`config.mk`:
```
export PLATFORM = sky130hd
export DESIGN_NAME = ttl_crc16_seq
export DESIGN_NICKNAME = d
export VERILOG_FILES = /design/src/rtl/ttl_crc16_seq.sv
export SDC_FILE = /design/constraint.sdc
export NUM_CORES = 1
export LEC_CHECK = 0
export CAP_MARGIN = 20
export CORE_MARGIN = 10
export CORE_UTILIZATION = 48
export DETAILED_ROUTE_END_ITERATION = 6
export PLACE_DENSITY = 0.75
export SLEW_MARGIN = 20
export SYNTH_ARGS = -nofsm -noshare
export SYNTH_HDL_FRONTEND = slang
export SYNTH_SLANG_ARGS = --single-unit
export TNS_END_PERCENT = 10
```
`constraint.sdc`:
```
create_clock -name clk -period 1.9 [get_ports clk]
set_input_delay 0.38 -clock clk [delete_from_list [all_inputs] [get_ports clk]]
set_output_delay 0.38 -clock clk [all_outputs]
set_load 0.02 [all_outputs]
```
`src/rtl/ttl_crc16_seq.sv`:
```
// Bit-serial CRC-16 sequencer: byte shift register, CRC register and bit counter
// run by a small IDLE/SHIFT/DONE FSM that folds one data bit per clock.
module ttl_crc16_seq #(
  parameter logic [15:0] POLY = 16'h1021,
  parameter logic [15:0] INIT = 16'hFFFF
) (
  input  logic        clk,
  input  logic        clr,
  input  logic        init,
  input  logic        ld,
  input  logic [7:0]  d,
  output logic        busy,
  output logic        rdy,
  output logic [15:0] crc,
  output logic        zero
);

  localparam int unsigned CRC_W = 16;
  localparam int unsigned SR_W  = 8;
  localparam int unsigned CNT_W = 3;

  typedef enum logic [1:0] {
    S_IDLE  = 2'd0,
    S_SHIFT = 2'd1,
    S_DONE  = 2'd2
  } state_t;

  state_t             r_state;
  state_t             w_state_nxt;
  logic [CRC_W-1:0]   r_crc;
  logic [CRC_W-1:0]   w_crc_nxt;
  logic [SR_W-1:0]    r_sr;
  logic [SR_W-1:0]    w_sr_nxt;
  logic [CNT_W-1:0]   r_cnt;
  logic [CNT_W-1:0]   w_cnt_nxt;
  logic               r_busy;
  logic               r_rdy;
  logic               r_zero;
  logic               w_busy_nxt;
  logic               w_rdy_nxt;
  logic               w_zero_nxt;
  logic               w_fb;

  // State register
  always_ff @(posedge clk) begin
    if (clr) r_state <= S_IDLE;
    else     r_state <= w_state_nxt;
  end

  // Next-state logic
  always_comb begin
    w_state_nxt = r_state;
    case (r_state)
      S_IDLE:  if (ld) w_state_nxt = S_SHIFT;
      S_SHIFT: if (r_cnt == CNT_W'(7)) w_state_nxt = S_DONE;
      S_DONE:  w_state_nxt = S_IDLE;
      default: w_state_nxt = S_IDLE;
    endcase
  end

  assign w_fb = r_crc[CRC_W-1] ^ r_sr[SR_W-1];

  // Datapath and output next values; init/ld only act in IDLE
  always_comb begin
    w_crc_nxt = r_crc;
    w_sr_nxt  = r_sr;
    w_cnt_nxt = r_cnt;
    case (r_state)
      S_IDLE: begin
        if (init) w_crc_nxt = INIT;
        if (ld) begin
          w_sr_nxt  = d;
          w_cnt_nxt = '0;
        end
      end
      S_SHIFT: begin
        w_crc_nxt = {r_crc[CRC_W-2:0], 1'b0} ^ (w_fb ? POLY : CRC_W'(0));
        w_sr_nxt  = {r_sr[SR_W-2:0], 1'b0};
        w_cnt_nxt = r_cnt + CNT_W'(1);
      end
      default: ;
    endcase
    w_busy_nxt = (w_state_nxt != S_IDLE);
    w_rdy_nxt  = (w_state_nxt == S_DONE);
    w_zero_nxt = (w_state_nxt == S_IDLE) && (w_crc_nxt == CRC_W'(0));
  end

  // Datapath and output registers
  always_ff @(posedge clk) begin
    if (clr) begin
      r_crc  <= INIT;
      r_sr   <= '0;
      r_cnt  <= '0;
      r_busy <= 1'b0;
      r_rdy  <= 1'b0;
      r_zero <= (INIT == CRC_W'(0));
    end else begin
      r_crc  <= w_crc_nxt;
      r_sr   <= w_sr_nxt;
      r_cnt  <= w_cnt_nxt;
      r_busy <= w_busy_nxt;
      r_rdy  <= w_rdy_nxt;
      r_zero <= w_zero_nxt;
    end
  end

  assign busy = r_busy;
  assign rdy  = r_rdy;
  assign crc  = r_crc;
  assign zero = r_zero;

endmodule
```
==> results of run 1 <==
## synthesized netlist by cell type
master | number | area share, %
o22ai_1 | 12 | 5.9
and2_1 | 1 | 0.49
nand2b_1 | 14 | 6.9
o21bai_1 | 1 | 0.59
o2bb2ai_1 | 1 | 0.69
o32ai_1 | 1 | 0.69
o21ba_1 | 1 | 0.79
nor3_1 | 3 | 1.2
ha_1 | 2 | 2.0
buf_6 | 1 | 0.88
nor2_1 | 16 | 4.7
a211oi_1 | 1 | 0.59
nand3_1 | 2 | 0.79
clkbuf_1 | 8 | 2.4
xor2_1 | 1 | 0.69
o32a_1 | 1 | 0.79
dfxtp_1 | 32 | 50
nor4_1 | 1 | 0.49
xnor2_1 | 2 | 1.4
a2111o_1 | 1 | 0.88
or2_2 | 3 | 1.5
o22a_1 | 2 | 1.4
nor4_2 | 1 | 0.98
a21oi_1 | 1 | 0.39
and2b_1 | 1 | 0.59
a32oi_1 | 1 | 0.69
nand2_1 | 15 | 4.4
or3_1 | 2 | 0.98
a22oi_1 | 2 | 1.2
a311oi_1 | 7 | 4.8
## state kept, by name, indices dropped and copies added, names as in the netlist
| register | flops |
|---|---|
| r_cnt | 3 |
| crc | 16 |
| zero | 1 |
| busy | 1 |
| r_state | 2 |
| r_sr | 8 |
| rdy | 1 |
## stage by stage
stage	setup WS [ns]	hold WS, ns	area, sq um
3_5_place_dp	-0.193	0.473	1630
4_1_cts	0.0880	0.487	1690
5_1_grt	0.0370	0.511	1690
2_1_floorplan	0.212	0.444	1270
3_3_place_gp	-0.134	0.462	1630
6_report	0.112	0.482	1690
## worst min path at each step
stage	from	endpoint	slack, ns	depth (start not counted)
2_1_floorplan	r_cnt[0]	r_cnt[0]	0.44	1
3_3_place_gp	r_sr[6]	r_sr[7]	0.46	2
3_5_place_dp	r_sr[6]	r_sr[7]	0.47	2
4_1_cts	r_sr[6]	r_sr[7]	0.49	2
5_1_grt	r_cnt[0]	r_cnt[0]	0.51	1
6_report	r_sr[6]	r_sr[7]	0.48	2
## report_power, final
| group | leakage, nW | internal, mW | switching, mW |
|---|---|---|---|
| registers | 0.262 | 0.696 | 0.0187 |
| logic | 0.318 | 0.0790 | 0.0807 |
| clock network | 0.0315 | 0.181 | 0.227 |
## layout by cell type, fill, tap and decap left out
cell and n:
dfxtp_1 32, nor2_1 16, a211oi_1 1, and2_1 1
o21bai_1 1, a32oi_1 1, buf_4 8, clkbuf_8 1
nor4_2 1, a22oi_1 2, o21ba_1 1, clkinvlp_4 1
clkbuf_1 1, o32a_1 1, nor4_1 1, nand2b_1 14
clkbuf_4 5, a21oi_1 1, xor2_1 1, and2b_1 1
ha_1 2, a311oi_1 7, or2_2 3, a2111o_1 1
o22a_1 2, o22ai_1 12, o2bb2ai_1 1, or3_1 2
clkdlybuf4s50_1 30, nand2_1 15, nand3_1 2, o32ai_1 1
xnor2_1 2, nor3_1 3
## cells by family (layout without fill, tap and decap cells)
kind of cell	after synthesis	count (layout)
xor+xnor	3	3
fa+ha+maj	2	2
simple gates	59	59
flops	32	32
buf+inv	9	46
compound gates	32	32
## layer usage
layer | track usage (%) | up-vias
met1 | 12.2 | 524
met5 | 0 | -
met3 | 5.37 | 8
li1 | - | 569
met2 | 21.1 | 36
met4 | 5.81 | 0
## area by class of cell
class                      instances  area, sq um
sequential                        32          641
multi-input combinational         96          591
tap                               30         37.5
clock buffer                       7         55.1
fill                             212          808
clock inverter                     1         7.51
timing repair buffer              38          360
==> out/metrics.cfg, run 1 <==
[outcome]
status = completed

[sta]
setup_viol = 0
rsz0062_at_grt = false
hold_viol = 0
finalSetupTns_ns = 0
slew_viol_final = 0
fmax_mhz = 559
slew_headroom_pct = 71.2
fin_crit_sh_pct = 94.1
period_needed_ns = 1.79
tightest_slew_ns = 0.429
finClkSkew_ns = 0.00798

[power]
power_mw = 1.28
vdd_drop_max_mv = 0.540
power.density_nw_per_um2 = 758
cellLeakagePower_nw = 0.611

[die]
die_h_microns = 71.5
ios = 31
start_util_pct = 50.9
dieArea_sq_um = 5110
coreArea_sq_um = 2500
rows = 18
fp.dieW_microns = 71.5

[detailed_routing]
wl_met1_mm = 1.32
drt_wl_total_mm = 3.14
dr.pass1.iters = 4
ant_nets = 0
wl_per_cell_microns = 15.4
drc = 0
drt-initial-drc-count = 77
met3_length_microns = 213
dr_total_vias = 1137
highest_layer = met4
via_per_inst = 5.57
wl_met2_mm = 1.56

[synth]
synth_area_per_cell_sq_um = 9.29
syn_nets = 151
synthSimpleGateAreaFrac_pct = 23.0
syn_area_sq_um = 1270
ys_seq_area_share_pct = 50.3
synth-seq-cells = 32
synth_top_family_by_area = simple AND/OR/NAND/NOR gates
netlist_instances = 137
synth_xor_area_share_pct = 2.06
synth.distinct_cells = 30
muxShareOfSynthArea_pct = 0
synth_compound_area_share_pct = 19.4
synth_warnings = 0
synth_fa_ha_area_share_pct = 1.97

[placement]
hpwlAfterDp_mm = 2.42
port-buffer-count = 30
gp_congestion = 0.815
placed_cells = 196

[layout]
drive_above_1_share_pct = 10.9
fin_nets = 187
fin_util_pct = 67.7
num_antenna_cells = 0
instances_no_fill = 204
areaGrowthSynthToFinish_pct = 32.9

[critical_path]
cp-start-kind = flip-flop
end_kind = output pin
slowest_stage = clkdlybuf4s50_1
path_buf_inv = 1
critPathMaxFanout = 5
slowest_delay_ns = 0.64
crit_start = crc[2]
crit_type = flip-flop to output pin
worstReg2RegStart = r_state[1]
cp.depth = 1
endpoint = crc[2]
critPathTopFamily = buffers and inverters
r2r_cells = 4
reg2reg_slack_ns = 0.16
required_ns = 1.52
crit_path_cell_trace = clkdlybuf4s50_1
r2r_end = zero
critPathArrivalTime_ns = 1.41

[grt]
grt_pass1_vias = 1156
antenna_found_initial = 0
grt_pass1_wl_mm = 5.13
overflow = 0
grt_max_degree = 21
track_usage_pct = 12.2

[cts]
cts_tree = built
cts.sinks = 32
cts-resized-gates = 0
htreeDepth = 2
post-cts-setup-buffer-count = 0
cts_made_buffers = 5
hold_buffers = 0
clk-insertion-delay-late_ns = 0.33
root_buffer = clkbuf_4
cts_buffer_depth = 2
clkSlewWorstSetupHoldPaths_ns = 0.10

[flow_run]
maxCapViolCount = 0

[worst_hold_path]
hold_class = flip-flop to flip-flop

Note: power is estimated with default switching activity, not from simulation.
==> inputs of run 2 (changes only) <==
- GPL_TIMING_DRIVEN: default -> 0
==> out/metrics.cfg, run 2 (same netlist as run 1, synthesis figures left out) <==
[sta]
finalSetupTns_ns = 0  ; unchanged
hold_viol = 0  ; unchanged
setup_viol = 0  ; unchanged
finClkSkew_ns = 0.00360  ; -0.00438 ns
rsz0062_at_grt = false
fin_crit_sh_pct = 94.0  ; about the same
slew_viol_final = 0  ; unchanged
fmax_mhz = 560  ; about the same
period_needed_ns = 1.79  ; -0.000819 ns
slew_headroom_pct = 67.9  ; -3.3 points
tightest_slew_ns = 0.481  ; +0.0521 ns
worst_slack_ns = 0.113  ; +0.000819 ns
whs_ns = 0.486  ; +0.00392 ns

[die]
fp.dieW_microns = 71.5  ; unchanged
coreArea_sq_um = 2500  ; unchanged
ios = 31  ; unchanged
rows = 18  ; unchanged
dieArea_sq_um = 5110  ; unchanged
die_h_microns = 71.5  ; unchanged
start_util_pct = 50.9  ; unchanged

[worst_hold_path]
whs_endpoint = r_cnt[0]
hold_depth = 1  ; -1
min_from = r_cnt[0]
hold_class = flip-flop to flip-flop

[cts]
cts.sinks = 32  ; unchanged
root_buffer = clkbuf_4
hold_buffers = 0  ; unchanged
cts_buffer_depth = 2  ; unchanged
htreeDepth = 2  ; unchanged
cts-resized-gates = 0  ; unchanged
clk-insertion-delay-late_ns = 0.33  ; about the same
cts_tree = built
post-cts-setup-buffer-count = 0  ; unchanged
clkSlewWorstSetupHoldPaths_ns = 0.09  ; about the same
cts_made_buffers = 5  ; unchanged

[placement]
place_ws_ns = -0.268  ; -0.0746 ns
hpwlAfterDp_mm = 2.22  ; -8.4%
port-buffer-count = 30  ; unchanged
placed_cells = 197  ; +0.51%
gp_congestion = 0.769  ; -5.6%
place_area_sq_um = 1610  ; -1.2%

[detailed_routing]
dr.pass1.iters = 4  ; unchanged
highest_layer = met4
dr_total_vias = 1118  ; -1.7%
wl_met2_mm = 1.36  ; -13%
met3_length_microns = 282  ; +32%
wl_per_cell_microns = 14.5  ; -6.0%
ant_nets = 0  ; unchanged
wl_met1_mm = 1.28  ; -3.1%
drt_wl_total_mm = 2.97  ; -5.5%
via_per_inst = 5.45  ; -2.2%
drt-initial-drc-count = 95  ; +23%
drc = 0  ; unchanged

[power]
power_mw = 1.26  ; -1.4%
power.density_nw_per_um2 = 756  ; -0.23%
cellLeakagePower_nw = 0.591  ; -3.3%
vdd_drop_max_mv = 0.622  ; +15%

[layout]
fin_util_pct = 66.9  ; -0.80 points
num_antenna_cells = 0  ; unchanged
final_cell_mix = dfxtp_1, clkdlybuf4s50_1, nor2_1
areaGrowthSynthToFinish_pct = 31.4
design_area_sq_um = 1670  ; -1.2%
drive_above_1_share_pct = 7.43  ; -3.5 points
fin_nets = 188  ; +0.53%
instances_no_fill = 205  ; +0.49%
largest_reg_flops = 16  ; unchanged

[critical_path]
slowest_stage = clkdlybuf4s50_1
r2r_cells = 5  ; +1
crit_type = flip-flop to output pin
required_ns = 1.52  ; about the same
path_buf_inv = 1  ; unchanged
r2r_end = zero
crit_path_cell_trace = clkdlybuf4s50_1
worstReg2RegStart = r_state[1]
slowest_delay_ns = 0.65  ; about the same
critPathMaxFanout = 4  ; -1
critPathArrivalTime_ns = 1.41  ; about the same
reg2reg_slack_ns = 0.18  ; +0.02 ns
critPathTopFamily = buffers and inverters
cp-start-kind = flip-flop
end_kind = output pin

[grt]
overflow = 0  ; unchanged
antenna_found_initial = 0  ; unchanged
track_usage_pct = 11.9  ; -0.29 points
grt_max_degree = 11  ; -48%
grt_pass1_wl_mm = 5.00  ; -2.6%
grt_pass1_vias = 1079  ; -6.7%

[outcome]
status = completed

[flow_run]
maxCapViolCount = 0  ; unchanged

==> run 2: cell types whose count changed in the layout (fill, tap and decap cells not counted), sizes merged <==
cell      previous run  this run
clkbuf               7        16
clkinvlp             1         0
buf                  8         1
==> run 2: power breakdown <==
| group | switching (mW) | internal, mW |
|---|---|---|
| logic | 0.0797 | 0.0725 |
| clock network | 0.216 | 0.182 |
| registers | 0.0175 | 0.696 |
==> run 2: worst max-delay path by stage <==
stage / start / end / slack (ns) / depth (start not counted)
detailed placement: init / zero / -0.27 / 6
CTS: r_state[1] / zero / 0.06 / 5
global route: init / zero / 0.04 / 6
floorplan: r_state[1] / zero / 0.21 / 5
finish: crc[4] / crc[4] / 0.11 / 1
global placement: init / zero / -0.26 / 6
==> run 2: routing by layer <==
| layer | track usage, % | vias to the layer above |
|---|---|---|
| met2 | 18.7 | 40 |
| met1 | 12.8 | 504 |
| li1 | - | 568 |
| met3 | 6.47 | 6 |
| met4 | 5.59 | 0 |
| met5 | 0 | - |
==> run 2: final cells by class <==
class	count	area [sq um]
clock buffer	8	58.8
multi-input combinational	96	591
tap	30	37.5
timing repair buffer	30	300
sequential	32	643
fill	213	828
buffer	9	41.3
